<file path="src/rtl/regfile_pkg.sv">
// rtl/regfile_pkg.sv - shared types and constants for the register file writeback arbiter
package regfile_pkg;

  localparam int REG_ADDR_W     = 5;
  localparam int DEF_DATA_WIDTH = 32;

  typedef enum logic {
    PRI_ALU = 1'b0,
    PRI_LSU = 1'b1
  } wb_state_t;

endpackage

</file>
<file path="src/rtl/wb_fwd_unit.sv">
// rtl/wb_fwd_unit.sv - compares one read address against the registered writeback for forwarding
module wb_fwd_unit
  import regfile_pkg::*;
#(
  parameter int DATA_WIDTH = DEF_DATA_WIDTH
) (
  input  logic                  wr_en,
  input  logic [REG_ADDR_W-1:0] rw_addr,
  input  logic [DATA_WIDTH-1:0] wr_data,
  input  logic [REG_ADDR_W-1:0] chk_addr,
  output logic                  fwd_hit,
  output logic [DATA_WIDTH-1:0] fwd_data
);

  // x0 is hardwired to zero, so it can never be a forwarding source
  assign fwd_hit  = wr_en && (rw_addr == chk_addr) && (chk_addr != '0);
  assign fwd_data = fwd_hit ? wr_data : '0;

endmodule

</file>
<file path="src/rtl/regfile_wb_arbiter.sv">
// rtl/regfile_wb_arbiter.sv - ALU/LSU writeback arbiter with LSU starvation guard
// Optional forwarding ports and compare logic under REGFILE_WB_FWD_EN.
module regfile_wb_arbiter
  import regfile_pkg::*;
#(
  parameter int DATA_WIDTH = DEF_DATA_WIDTH,
  parameter int MAX_WAIT   = 3
) (
  input  logic                  clk,
  input  logic                  rst,
`ifdef REGFILE_WB_FWD_EN
  input  logic [REG_ADDR_W-1:0] chk_addr1,
  input  logic [REG_ADDR_W-1:0] chk_addr2,
  output logic                  fwd_hit1,
  output logic [DATA_WIDTH-1:0] fwd_data1,
  output logic                  fwd_hit2,
  output logic [DATA_WIDTH-1:0] fwd_data2,
`endif
  input  logic                  alu_valid,
  input  logic [REG_ADDR_W-1:0] alu_rd,
  input  logic [DATA_WIDTH-1:0] alu_data,
  output logic                  alu_ready,
  input  logic                  lsu_valid,
  input  logic [REG_ADDR_W-1:0] lsu_rd,
  input  logic [DATA_WIDTH-1:0] lsu_data,
  output logic                  lsu_ready,
  output logic                  wr_en,
  output logic [REG_ADDR_W-1:0] rw_addr,
  output logic [DATA_WIDTH-1:0] wr_data
);

  localparam logic [3:0] WAIT_LIM = 4'(MAX_WAIT);

  wb_state_t             state, state_next;
  logic [3:0]            cnt, cnt_next;
  logic [REG_ADDR_W-1:0] sel_rd;
  logic [DATA_WIDTH-1:0] sel_data;
  logic                  do_write;

  always_comb begin
    alu_ready  = 1'b0;
    lsu_ready  = 1'b0;
    state_next = state;
    cnt_next   = cnt;

    if (!rst) begin
      if (alu_valid && (!lsu_valid || state == PRI_ALU))
        alu_ready = 1'b1;
      else if (lsu_valid)
        lsu_ready = 1'b1;
    end

    if (!lsu_valid || lsu_ready)
      cnt_next = '0;
    else if (state == PRI_ALU && alu_ready)
      cnt_next = cnt + 4'd1;

    case (state)
      PRI_ALU: if (lsu_valid && alu_ready && (cnt + 4'd1) == WAIT_LIM) state_next = PRI_LSU;
      PRI_LSU: if (lsu_ready) state_next = PRI_ALU;
      default: state_next = PRI_ALU;
    endcase
  end

  always_ff @(posedge clk or posedge rst) begin
    if (rst) begin
      state <= PRI_ALU;
      cnt   <= '0;
    end else begin
      state <= state_next;
      cnt   <= cnt_next;
    end
  end

  assign sel_rd   = alu_ready ? alu_rd   : lsu_rd;
  assign sel_data = alu_ready ? alu_data : lsu_data;
  // x0 writes are accepted but squashed; address/data keep the last real write
  assign do_write = (alu_ready || lsu_ready) && (sel_rd != '0);

  always_ff @(posedge clk or posedge rst) begin
    if (rst) begin
      wr_en   <= 1'b0;
      rw_addr <= '0;
      wr_data <= '0;
    end else begin
      wr_en <= do_write;
      if (do_write) begin
        rw_addr <= sel_rd;
        wr_data <= sel_data;
      end
    end
  end

`ifdef REGFILE_WB_FWD_EN
  wb_fwd_unit #(.DATA_WIDTH(DATA_WIDTH)) u_fwd1 (
    .wr_en    (wr_en),
    .rw_addr  (rw_addr),
    .wr_data  (wr_data),
    .chk_addr (chk_addr1),
    .fwd_hit  (fwd_hit1),
    .fwd_data (fwd_data1)
  );

  wb_fwd_unit #(.DATA_WIDTH(DATA_WIDTH)) u_fwd2 (
    .wr_en    (wr_en),
    .rw_addr  (rw_addr),
    .wr_data  (wr_data),
    .chk_addr (chk_addr2),
    .fwd_hit  (fwd_hit2),
    .fwd_data (fwd_data2)
  );
`endif

endmodule

</file>
<file path="config.mk">
export PLATFORM = sky130hd
export DESIGN_NAME = regfile_wb_arbiter
export DESIGN_NICKNAME = d
export VERILOG_FILES = /design/src/rtl/regfile_pkg.sv /design/src/rtl/wb_fwd_unit.sv /design/src/rtl/regfile_wb_arbiter.sv
export SDC_FILE = /design/constraint.sdc
export NUM_CORES = 1
export LEC_CHECK = 0
export CAP_MARGIN = 20
export CORE_MARGIN = 1.5
export CORE_UTILIZATION = 35
export DETAILED_ROUTE_END_ITERATION = 10
export GPL_TIMING_DRIVEN = 0
export PLACE_DENSITY = 0.7
export REMOVE_ABC_BUFFERS = 1
export SLEW_MARGIN = 20
export SYNTH_ARGS = -nofsm -noshare
export SYNTH_HDL_FRONTEND = slang
export SYNTH_SLANG_ARGS = --single-unit
export TNS_END_PERCENT = 100
</file>
<file path="constraint.sdc">
create_clock -name clk -period 3.1 [get_ports clk]
set_input_delay 0.465 -clock clk [delete_from_list [all_inputs] [get_ports clk]]
set_output_delay 0.465 -clock clk [all_outputs]
set_load 0.01 [all_outputs]
</file>
# After elaboration in Yosys (flattened, before gate mapping)
# Cells that the tools add are included.
op_classes:
  addsub: 1
  n_eq_ne: 1
  mux: 12
  bitwise: 1
  reduce_logical: 11
ops:
  columns: ["cell", "n"]
  rows:
  - ["32-bit 2-to-1 mux", 1]
  - ["4-bit 2-to-1 mux", 2]
  - ["1-bit 2-to-1 mux", 7]
  - ["1-bit logical AND", 5]
  - ["5-bit 2-to-1 mux", 1]
  - ["5-bit nonzero test", 1]
  - ["4-bit by 1-bit adder with 4-bit output, second input constant", 1]
  - ["4-bit by 2-bit equality test with 1-bit output, second input constant", 1]
  - ["1-bit logical OR", 3]
  - ["1-bit case mux with 2 select lines", 1]
  - ["2-bit nonzero test", 1]
  - ["1-bit zero test", 1]
  - ["1-bit inverter", 1]
word_totals:
  reg_bits: 43
  input_bits: 78
  out_inout_bits: 40
  word_cells: 31

# Logic depth before layout (Yosys ltp)
# Gate-level depths: netlist (run 1).
logic_depth:
  depth_word: 9
  depth_mapped: 8
  ltp_nobuf: 5

# Worst setup path before layout (run 1)
# OpenSTA, ideal clock, no wires.
synth_timing:
  path_kind: "input to register"
  start: "input rst"
  end: "register wr_data[10]"
  setup_time_ns: 0.125
  arrival_time_ns: 2.999
  t_required_ns: 2.975
  slack_ns: -0.024
  stages: 6
  n_path_buf: 2
  path_cell_list: "buf_4 > inv_1 > o21ai_1 > a311oi_4 > buf_6 > mux2_4"
synth_via:
  elab_chain_len: 4
  elab_cells_between_ends: 7
synth_rtl:
  columns: ["element", "line", "text"]
  rows:
  - ["from (decl)", "regfile_wb_arbiter.sv:10", "input logic rst,"]
  - ["1-bit 2-to-1 mux", "regfile_wb_arbiter.sv:46", "if (!rst) begin"]
  - ["5-bit 2-to-1 mux", "regfile_wb_arbiter.sv:75", "assign sel_rd = alu_ready ? alu_rd : lsu_rd;"]
  - ["5-bit nonzero test", "regfile_wb_arbiter.sv:78", "assign do_write = (alu_ready || lsu_ready) && (sel_rd != '0);"]
  - ["1-bit logical AND", "regfile_wb_arbiter.sv:78", null]
  - ["to (signal assigned)", "regfile_wb_arbiter.sv:89", "wr_data <= sel_data;"]
  - ["to (decl)", "regfile_wb_arbiter.sv:29", "output logic [DATA_WIDTH-1:0] wr_data"]
# Parallel ways exist; a longest one is shown, timed or not.
# A chain may end at the register's enable or synchronous reset.

# Final worst setup path (run 1)
layout_timing:
  start: "input rst"
  end: "output lsu_ready"
layout_via:
  elab_chain_len: 1
layout_rtl:
  columns: ["element", "line", "text"]
  rows:
  - ["1-bit 2-to-1 mux", "regfile_wb_arbiter.sv:46", null]
  - ["to (decl)", "regfile_wb_arbiter.sv:26", "output logic lsu_ready,"]
# Every way passes these cells.

==> results.json, run 1 <==
{
  "status": "complete, no violations",
  "gr-usage-all-layers": 0.156,
  "critical_path.startpoint_type": "input pin",
  "drc_errors": 0,
  "synth_largest_area_cell": "dfrtp_1",
  "clockBufferDepth": 2,
  "crit_required_ns": 2.63,
  "antenna_found_initial": 0,
  "tns_ns": 0,
  "fin_nets": 384,
  "final_cell_mix": "117 x clkdlybuf4s50_1, 43 x dfrtp_1, 35 x mux2_2",
  "port_buffers": 117,
  "max_freq_mhz": 340,
  "grt_max_degree": 31,
  "wirelength_mm": 5.84,
  "coreArea_sq_um": 6830,
  "crit_type": "in2out",
  "relSlewSlack": 0.698,
  "skew_ns": 0.00617,
  "initial_core_util": 0.362,
  "leakage_nw": 1.60,
  "overflow": 0,
  "synth-compound-area-share": 0.0899,
  "power_frac_seq": 0.389,
  "drv_slew": 0,
  "irDropWorstVdd_mv": 0.247,
  "final_area_sq_um": 3920,
  "cts_tree": "done",
  "swShare": 0.239,
  "period_minus_slack_ns": 2.94,
  "viasPerCell": 4.80,
  "dpl_cell_area_sq_um": 3750,
  "worstPathArrival_ns": 2.48,
  "setup_viol": 0,
  "finalCritPeriodShare": 0.949,
  "min_path_type": "reg2reg",
  "muxShareOfSynthArea": 0.351,
  "comb_power_share": 0.323,
  "die_area_sq_um": 7590,
  "row_count": 30,
  "yosys_warnings": 0,
  "cts_made_buffers": 5,
  "syn_to_final_growth_pct": 58.4,
  "p_switching_mw": 0.423,
  "worst_pin_slew_ns": 0.441,
  "dp_hpwl_mm": 4.38,
  "synthSimpleGateAreaFrac": 0.0662,
  "diodes": 0,
  "synth_top_area_frac": 0.435,
  "synth-xor-area-share": 0.00354,
  "grt_pass1_vias": 1900,
  "synth_top_family_by_area": "multiplexers",
  "holdPathStages": 1,
  "clock_latency_ns": 0.29,
  "io_pins": 118,
  "synthCells": 185,
  "yosysSeqAreaShare": 0.435,
  "drt_iter0_drc": 39,
  "p_clk_frac": 0.288,
  "ys_ff_latch": 43,
  "rr_worst_depth": 7,
  "yosys.area_share.adder": 0.0101,
  "drv_cap": 0,
  "gp_congestion": 0.764,
  "syn_avg_cell_area_sq_um": 13.4,
  "cts_root_buf": "clkbuf_8",
  "drive_above_1_share": 0.292,
  "synth.cell_area_sq_um": 2480,
  "synth_cell_type_count": 35,
  "die_h_um": 87.1,
  "drt_pre_antenna_iters": 4,
  "postRouteAntennaNets": 0,
  "end_kind": "output port",
  "grt_pass1_wl_mm": 9.27,
  "vias": 1925,
  "die_w_um": 87.1,
  "cts_max_level": 2,
  "wl_per_cell_um": 14.6,
  "synth.area.top_cells": "dfrtp_1 43%, mux2_4 18%, mux2_2 16%",
  "grt_setup_unrepaired": "no",
  "layout_commonest_cell": "clkdlybuf4s50_1",
  "hold_viol_final": 0,
  "final_util": 0.574,
  "clk_pin_slew_ns": 0.08,
  "cts_num_sinks": 43,
  "cp_max_fo": 24,
  "powerDensity_nw_per_um2": 452,
  "intPower_mw": 1.35
}
==> cells by family after synthesis <==
logic type                 count (synthesis)
muxes                                     68
DFF                                       43
and+or+nand+nor                           30
AOI/OAI and AO/OA                         25
buffers and inverters                     16
adders and majority gates                  2
xor gates and xnor gates                   1
==> sequential cells by signal, indices dropped and copies added, names as in the netlist <==
register and cells:
rw_addr 5, wr_en 1, cnt 4, wr_data 32, state 1
==> final timing paths <==
path / from / endpoint / slack, ns
worst max-delay path: rst / lsu_ready / 0.16
worst min-delay path: rw_addr[0] / rw_addr[0] / 0.51
worst max register to register: state / wr_data[24] / 0.95
worst min register to register: rw_addr[0] / rw_addr[0] / 0.51
max in group asynchronous: rst / wr_data[23] / 1.96
min in group asynchronous: rst / state / 0.76
==> power by group through the flow <==
stage	logic, mW	clock network, mW	registers [mW]
final	0.574	0.511	0.689
after global routing	0.613	0.552	0.701
after CTS	0.582	0.526	0.690
after detailed placement	0.574	0	0.698
after global placement	0.562	0	0.696
after floorplan	0.213	0	0.736
==> cells in the mapped netlist <==
master and n:
dfrtp_1 43, mux2_2 35, mux2_4 29, nor2_1 6, buf_6 5, inv_1 5
a21boi_0 4, buf_2 4, mux2i_1 4, nor2b_1 4, o21ai_0 4, nand2_1 3
nand3_1 3, nor3_1 3, o2bb2ai_1 3, o311ai_0 3, or2_2 3, a2111oi_0 2
a21oi_1 2, and3_1 2, buf_4 2, ha_1 2, o221ai_1 2, a2111oi_4 1
a22oi_1 1, a311oi_4 1, a31o_2 1, and2_1 1, nand2_2 1, nand2b_1 1
nand4_1 1, o21ai_1 1, or3_4 1, or4_1 1, xnor2_1 1
==> metal layers <==
metal,track usage,vias up,share of wire
met5,0,-,0
met4,0.0433,0,0.0069
met3,0.0464,6,0.072
met2,0.259,79,0.48
met1,0.199,925,0.44
li1,-,915,-
==> stage by stage <==
stage / total power [mW] / instances / hold WS (ns) / worst slack (ns)
6_report: 1.77 / 401 / 0.507 / 0.157
4_1_cts: 1.80 / 401 / 0.505 / 0.119
2_1_floorplan: 0.949 / 174 / 0.522 / -0.832
3_5_place_dp: 1.27 / 392 / 0.480 / -0.638
3_3_place_gp: 1.26 / 387 / 0.480 / -2.67
5_1_grt: 1.87 / 401 / 0.515 / 0.0206
==> final cells by class <==
class	count	area [sq um]
Fill cell	595	2910
Multi-Input combinational cell	126	1300
Clock buffer	6	72.6
Inverter	5	32.5
Clock inverter	2	60.1
Timing Repair Buffer	123	1260
Sequential cell	43	1080
Tap cell	96	120
==> critical path, stage by stage <==
cell and delay (ns):
clkdlybuf4s50_1 0.57, bufinv_8 0.37, buf_12 0.21, o21ai_2 0.16, nor2_1 0.14, clkdlybuf4s50_1 0.54
==> what timing repair did <==
| action | 4_1_cts | 5_1_grt |
|---|---|---|
| buffers inserted | 1 | 0 |
| hold buffers | 0 | 0 |
| endpoints found under the setup margin | 28 | 0 |
| resized for setup | 7 | 0 |
Power figures use the tool's default switching activity.
==> inputs of run 2 (changes only) <==
--- a/config.mk
+++ b/config.mk
@@ -12,7 +12,7 @@
 export GPL_TIMING_DRIVEN = 0
 export PLACE_DENSITY = 0.7
 export REMOVE_ABC_BUFFERS = 1
-export SLEW_MARGIN = 20
+export SLEW_MARGIN = 30
 export SYNTH_ARGS = -nofsm -noshare
 export SYNTH_HDL_FRONTEND = slang
 export SYNTH_SLANG_ARGS = --single-unit
==> results.json, run 2 (synthesis results as in run 1) <==
{
  "max_freq_mhz": 338,
  "antenna_found_initial": 0,
  "drt_iter0_drc": 65,
  "rr_worst_depth": 8,
  "swShare": 0.239,
  "cpLargestDelayFamily": "buffers and inverters",
  "wl_met3_um": 433,
  "clockBufferDepth": 2,
  "port_buffers": 117,
  "reg2reg_to": "wr_data[24]",
  "dpl_cell_area_sq_um": 3740,
  "cts_made_buffers": 5,
  "cp.depth": 9,
  "die_area_sq_um": 7590,
  "p_switching_mw": 0.422,
  "dp_hpwl_mm": 4.37,
  "largest_reg_flops": 32,
  "row_count": 30,
  "hold_viol_final": 0,
  "power_frac_seq": 0.390,
  "cpPeakStageDelay_ns": 0.66,
  "gp_congestion": 0.764,
  "setup_viol": 0,
  "finalCritPeriodShare": 0.954,
  "die_h_um": 87.1,
  "irDropWorstVdd_mv": 0.241,
  "dp_slack_ns": -0.474,
  "end_kind": "register",
  "drv_slew": 0,
  "worst-path-buf-inv": 5,
  "intPower_mw": 1.34,
  "route.layer.met1.wl_mm": 2.58,
  "min_path_type": "in2async",
  "wl_per_cell_um": 14.6,
  "reg.largest.list": "wr_data: 32 flops, rw_addr: 5 flops, cnt: 4 flops",
  "fin_nets": 383,
  "powerDensity_nw_per_um2": 453,
  "grt_pass1_vias": 1942,
  "cts_root_buf": "clkbuf_8",
  "vias": 1912,
  "drive_above_1_share": 0.289,
  "drc_errors": 0,
  "crit_chain": "clkdlybuf4s50_1 -> nand2_2 -> and2_4 -> buf_12 -> a311oi_4 -> buf_6 -> buf_6 -> buf_4 -> mux2_2",
  "r2r_slack_ns": 0.67,
  "final_util": 0.571,
  "relSlewSlack": 0.659,
  "p_clk_frac": 0.289,
  "top_layer": "met4",
  "io_pins": 118,
  "fin_cells": 400,
  "grt_pass1_wl_mm": 9.36,
  "top_register": "wr_data",
  "crit_type": "in2reg",
  "syn_to_final_growth_pct": 57.5,
  "cts_max_level": 2,
  "crit_required_ns": 3.28,
  "gr-usage-all-layers": 0.158,
  "worstPathArrival_ns": 3.14,
  "worst_pin_slew_ns": 0.510,
  "cp_max_fo": 27,
  "place_inst": 392,
  "fin_ws_ns": 0.143,
  "cts_tree": "done",
  "grt_setup_unrepaired": "no",
  "final_cell_mix": "116 x clkdlybuf4s50_1, 43 x dfrtp_1, 35 x mux2_2",
  "final_area_sq_um": 3900,
  "hold_buffers": 0,
  "comb_power_share": 0.322,
  "die_w_um": 87.1,
  "slowest_stage": "clkdlybuf4s50_1",
  "skew_ns": 0.00193,
  "cts_num_sinks": 43,
  "drt_pre_antenna_iters": 5,
  "diodes": 0,
  "critPathMostFrequentCell": "buf_6",
  "period_minus_slack_ns": 2.96,
  "initial_core_util": 0.362,
  "coreArea_sq_um": 6830,
  "layout_commonest_cell": "clkdlybuf4s50_1",
  "drv_cap": 0,
  "viasPerCell": 4.78,
  "status": "complete, no violations",
  "critical_path.startpoint_type": "input pin",
  "clock_latency_ns": 0.29,
  "rr_startpoint": "state",
  "met2_length_mm": 2.79,
  "overflow": 0,
  "grt_max_degree": 48,
  "leakage_nw": 1.59,
  "postRouteAntennaNets": 0,
  "postCtsSetupRepairBufs": 0,
  "wirelength_mm": 5.82,
  "clk_pin_slew_ns": 0.08
}
run 2: final cells by class:
type / instances / area [sq um]
Clock buffer: 6 / 72.6
Clock inverter: 2 / 60.1
Fill cell: 598 / 2930
Inverter: 5 / 31.3
Multi-Input combinational cell: 126 / 1300
Sequential cell: 43 / 1080
Tap cell: 96 / 120
Timing Repair Buffer: 122 / 1230
run 2: power by group through the flow:
| stage | Clock [mW] | Sequential, mW | Combinational [mW] |
|---|---|---|---|
| after global routing | 0.555 | 0.701 | 0.610 |
| after detailed placement | 0 | 0.697 | 0.572 |
| after CTS | 0.526 | 0.689 | 0.576 |
| after floorplan | 0 | 0.736 | 0.213 |
| final | 0.510 | 0.688 | 0.569 |
| after global placement | 0 | 0.696 | 0.562 |
run 2: worst max path at each step:
stage	endpoint	slack (ns)	start
global placement	wr_data[25]	-2.67	rst
detailed placement	wr_data[24]	-0.47	rst
CTS	alu_ready	0.02	rst
global route	wr_data[25]	0.02	lsu_valid
finish	wr_data[24]	0.14	lsu_valid
floorplan	wr_data[24]	-0.83	rst
run 2: through the flow:
step / power (mW) / hold WS [ns] / TNS, ns
6_report: 1.77 / 0.344 / 0
5_1_grt: 1.87 / 0.360 / 0
4_1_cts: 1.79 / 0.502 / 0
3_5_place_dp: 1.27 / 0.480 / -8.32
3_3_place_gp: 1.26 / 0.480 / -90.71
2_1_floorplan: 0.949 / 0.522 / -24.75
run 2: repair_timing:
item | 4_1_cts | 5_1_grt
resized for setup | 6 | 3
endpoints found under the setup margin | 11 | 11
gates cloned | 0 | 0
run 2: layer usage:
metal	track usage	vias up
li1	-	918
met1	0.206	913
met2	0.255	79
met3	0.0569	2
met4	0.0317	0
met5	0	-
==> inputs of run 3 (changes only) <==
--- a/config.mk
+++ b/config.mk
@@ -6,12 +6,12 @@
 export NUM_CORES = 1
 export LEC_CHECK = 0
 export CAP_MARGIN = 20
-export CORE_MARGIN = 1.5
 export CORE_UTILIZATION = 35
 export DETAILED_ROUTE_END_ITERATION = 10
 export GPL_TIMING_DRIVEN = 0
 export PLACE_DENSITY = 0.7
 export REMOVE_ABC_BUFFERS = 1
+export SETUP_SLACK_MARGIN = 0.05
 export SLEW_MARGIN = 30
 export SYNTH_ARGS = -nofsm -noshare
 export SYNTH_HDL_FRONTEND = slang
==> results.json, run 3 (synthesis results as in run 1) <==
{
  "status": "complete, no violations",
  "relSlewSlack": 0.543,
  "drive_above_1_share": 0.289,
  "leakage_nw": 1.60,
  "grt_pass1_vias": 2055,
  "overflow": 0,
  "powerDensity_nw_per_um2": 454,
  "vias": 1923,
  "die_area_sq_um": 7410,
  "grt_pass1_wl_mm": 9.65,
  "cts_made_buffers": 5,
  "top_register": "wr_data",
  "fin_cells": 401,
  "place_inst": 392,
  "p_switching_mw": 0.425,
  "period_minus_slack_ns": 2.87,
  "cts_num_sinks": 43,
  "rr_startpoint": "state",
  "worstPathArrival_ns": 2.41,
  "n_fill_cell": 592,
  "syn_to_final_growth_pct": 57.5,
  "power_frac_seq": 0.389,
  "diodes": 0,
  "drc_errors": 0,
  "drv_slew": 0,
  "r2r_slack_ns": 0.60,
  "row_count": 30,
  "finalCritPeriodShare": 0.927,
  "initial_core_util": 0.362,
  "crit_path_start": "alu_valid",
  "skew_ns": 0.00478,
  "hold_viol_final": 0,
  "cp_max_fo": 27,
  "worst_pin_slew_ns": 0.681,
  "coreArea_sq_um": 6830,
  "min_path_type": "in2async",
  "critical_path.startpoint_type": "input pin",
  "drt_pre_antenna_iters": 4,
  "layout_commonest_cell": "clkdlybuf4s50_1",
  "setup_viol": 0,
  "gp_congestion": 0.812,
  "reg2reg_to": "wr_data[24]",
  "wl_per_cell_um": 14.3,
  "max_freq_mhz": 348,
  "clk_pin_slew_ns": 0.08,
  "fin_ws_ns": 0.226,
  "port_buffers": 117,
  "dp_hpwl_mm": 4.26,
  "rr_worst_depth": 9,
  "end_kind": "output port",
  "viasPerCell": 4.80,
  "cts_root_buf": "clkbuf_8",
  "final_cell_mix": "115 x clkdlybuf4s50_1, 43 x dfrtp_1, 35 x mux2_2",
  "comb_power_share": 0.321,
  "grt_setup_unrepaired": "no",
  "die_w_um": 86.1,
  "intPower_mw": 1.35,
  "cts_max_level": 2,
  "antenna_found_initial": 0,
  "die_h_um": 86.1,
  "crit_type": "in2out",
  "drv_cap": 0,
  "postRouteAntennaNets": 0,
  "dp_slack_ns": -0.699,
  "swShare": 0.240,
  "largest_reg_flops": 32,
  "crit_required_ns": 2.63,
  "reg.largest.list": "wr_data: 32 flops, rw_addr: 5 flops, cnt: 4 flops",
  "crit_end": "alu_ready",
  "clockBufferDepth": 2,
  "wirelength_mm": 5.73,
  "fin_nets": 384,
  "cts_tree": "done",
  "p_clk_frac": 0.290,
  "irDropWorstVdd_mv": 0.202,
  "drt_iter0_drc": 35,
  "gr-usage-all-layers": 0.165,
  "io_pins": 118,
  "grt_max_degree": 48,
  "clock_latency_ns": 0.29
}
[run 3: cell types whose count changed in the layout (fill, tap and decap cells not counted), sizes merged]
cell           previous run  this run
inv                       4         5
dlygate4sd2               0         1
buf                       5         6
clkinv                    1         0
clkdlybuf4s50           116       115
[run 3: critical path: stages]
cell and delay [ns]:
clkdlybuf4s50_1 0.53, nor2b_4 0.27, and2_4 0.34, buf_12 0.23, clkdlybuf4s50_1 0.56
[run 3: worst min path at each step]
stage | from | endpoint | slack [ns]
CTS | rst | rw_addr[1] | 0.45
global placement | rw_addr[2] | rw_addr[2] | 0.48
detailed placement | rw_addr[2] | rw_addr[2] | 0.48
global route | rst | rw_addr[1] | 0.51
floorplan | rw_addr[1] | rw_addr[1] | 0.52
finish | rst | rw_addr[1] | 0.46
[run 3: repair_timing]
action                                 4_1_cts  5_1_grt
cloned                                       0        0
endpoints found under the hold margin        0        0
gates resized for setup                      6        2
buffers inserted                             1        0
pin swaps                                    1        1
hold buffers                                 0        0
setup endpoints to repair                   28       11
[run 3: final cells by class]
cell class,count,area [sq um],area share
Multi-Input combinational cell,126,1300,0.333
Timing Repair Buffer,123,1240,0.319
Clock inverter,2,60.1,0.0154
Clock buffer,6,72.6,0.0186
Sequential cell,43,1080,0.276
Tap cell,96,120,0.0308
Inverter,5,26.3,0.00674
[run 3: power by group through the flow]
stage	sequential (mW)	combinational (mW)	clock [mW]
after CTS	0.690	0.577	0.529
after floorplan	0.736	0.213	0
after global routing	0.701	0.609	0.552
final	0.688	0.569	0.513
after detailed placement	0.698	0.571	0
after global placement	0.695	0.563	0
[run 3: metal layers]
layer	GRT usage	wire length, um
met1	0.207	2490
met2	0.275	2780
met3	0.0414	355
met4	0.0576	98
met5	0	0
[run 3: metrics by stage]
stage / hold WS (ns) / cell area (sq um) / total power, mW / TNS (ns) / util
4_1_cts: 0.454 / 3890 / 1.80 / 0 / 0.570
5_1_grt: 0.506 / 3900 / 1.86 / 0 / 0.571
3_3_place_gp: 0.478 / 3680 / 1.26 / -92.24 / 0.538
2_1_floorplan: 0.522 / 2380 / 0.949 / -24.75 / -
6_report: 0.461 / 3900 / 1.77 / 0 / 0.571
3_5_place_dp: 0.482 / 3740 / 1.27 / -13.23 / 0.548
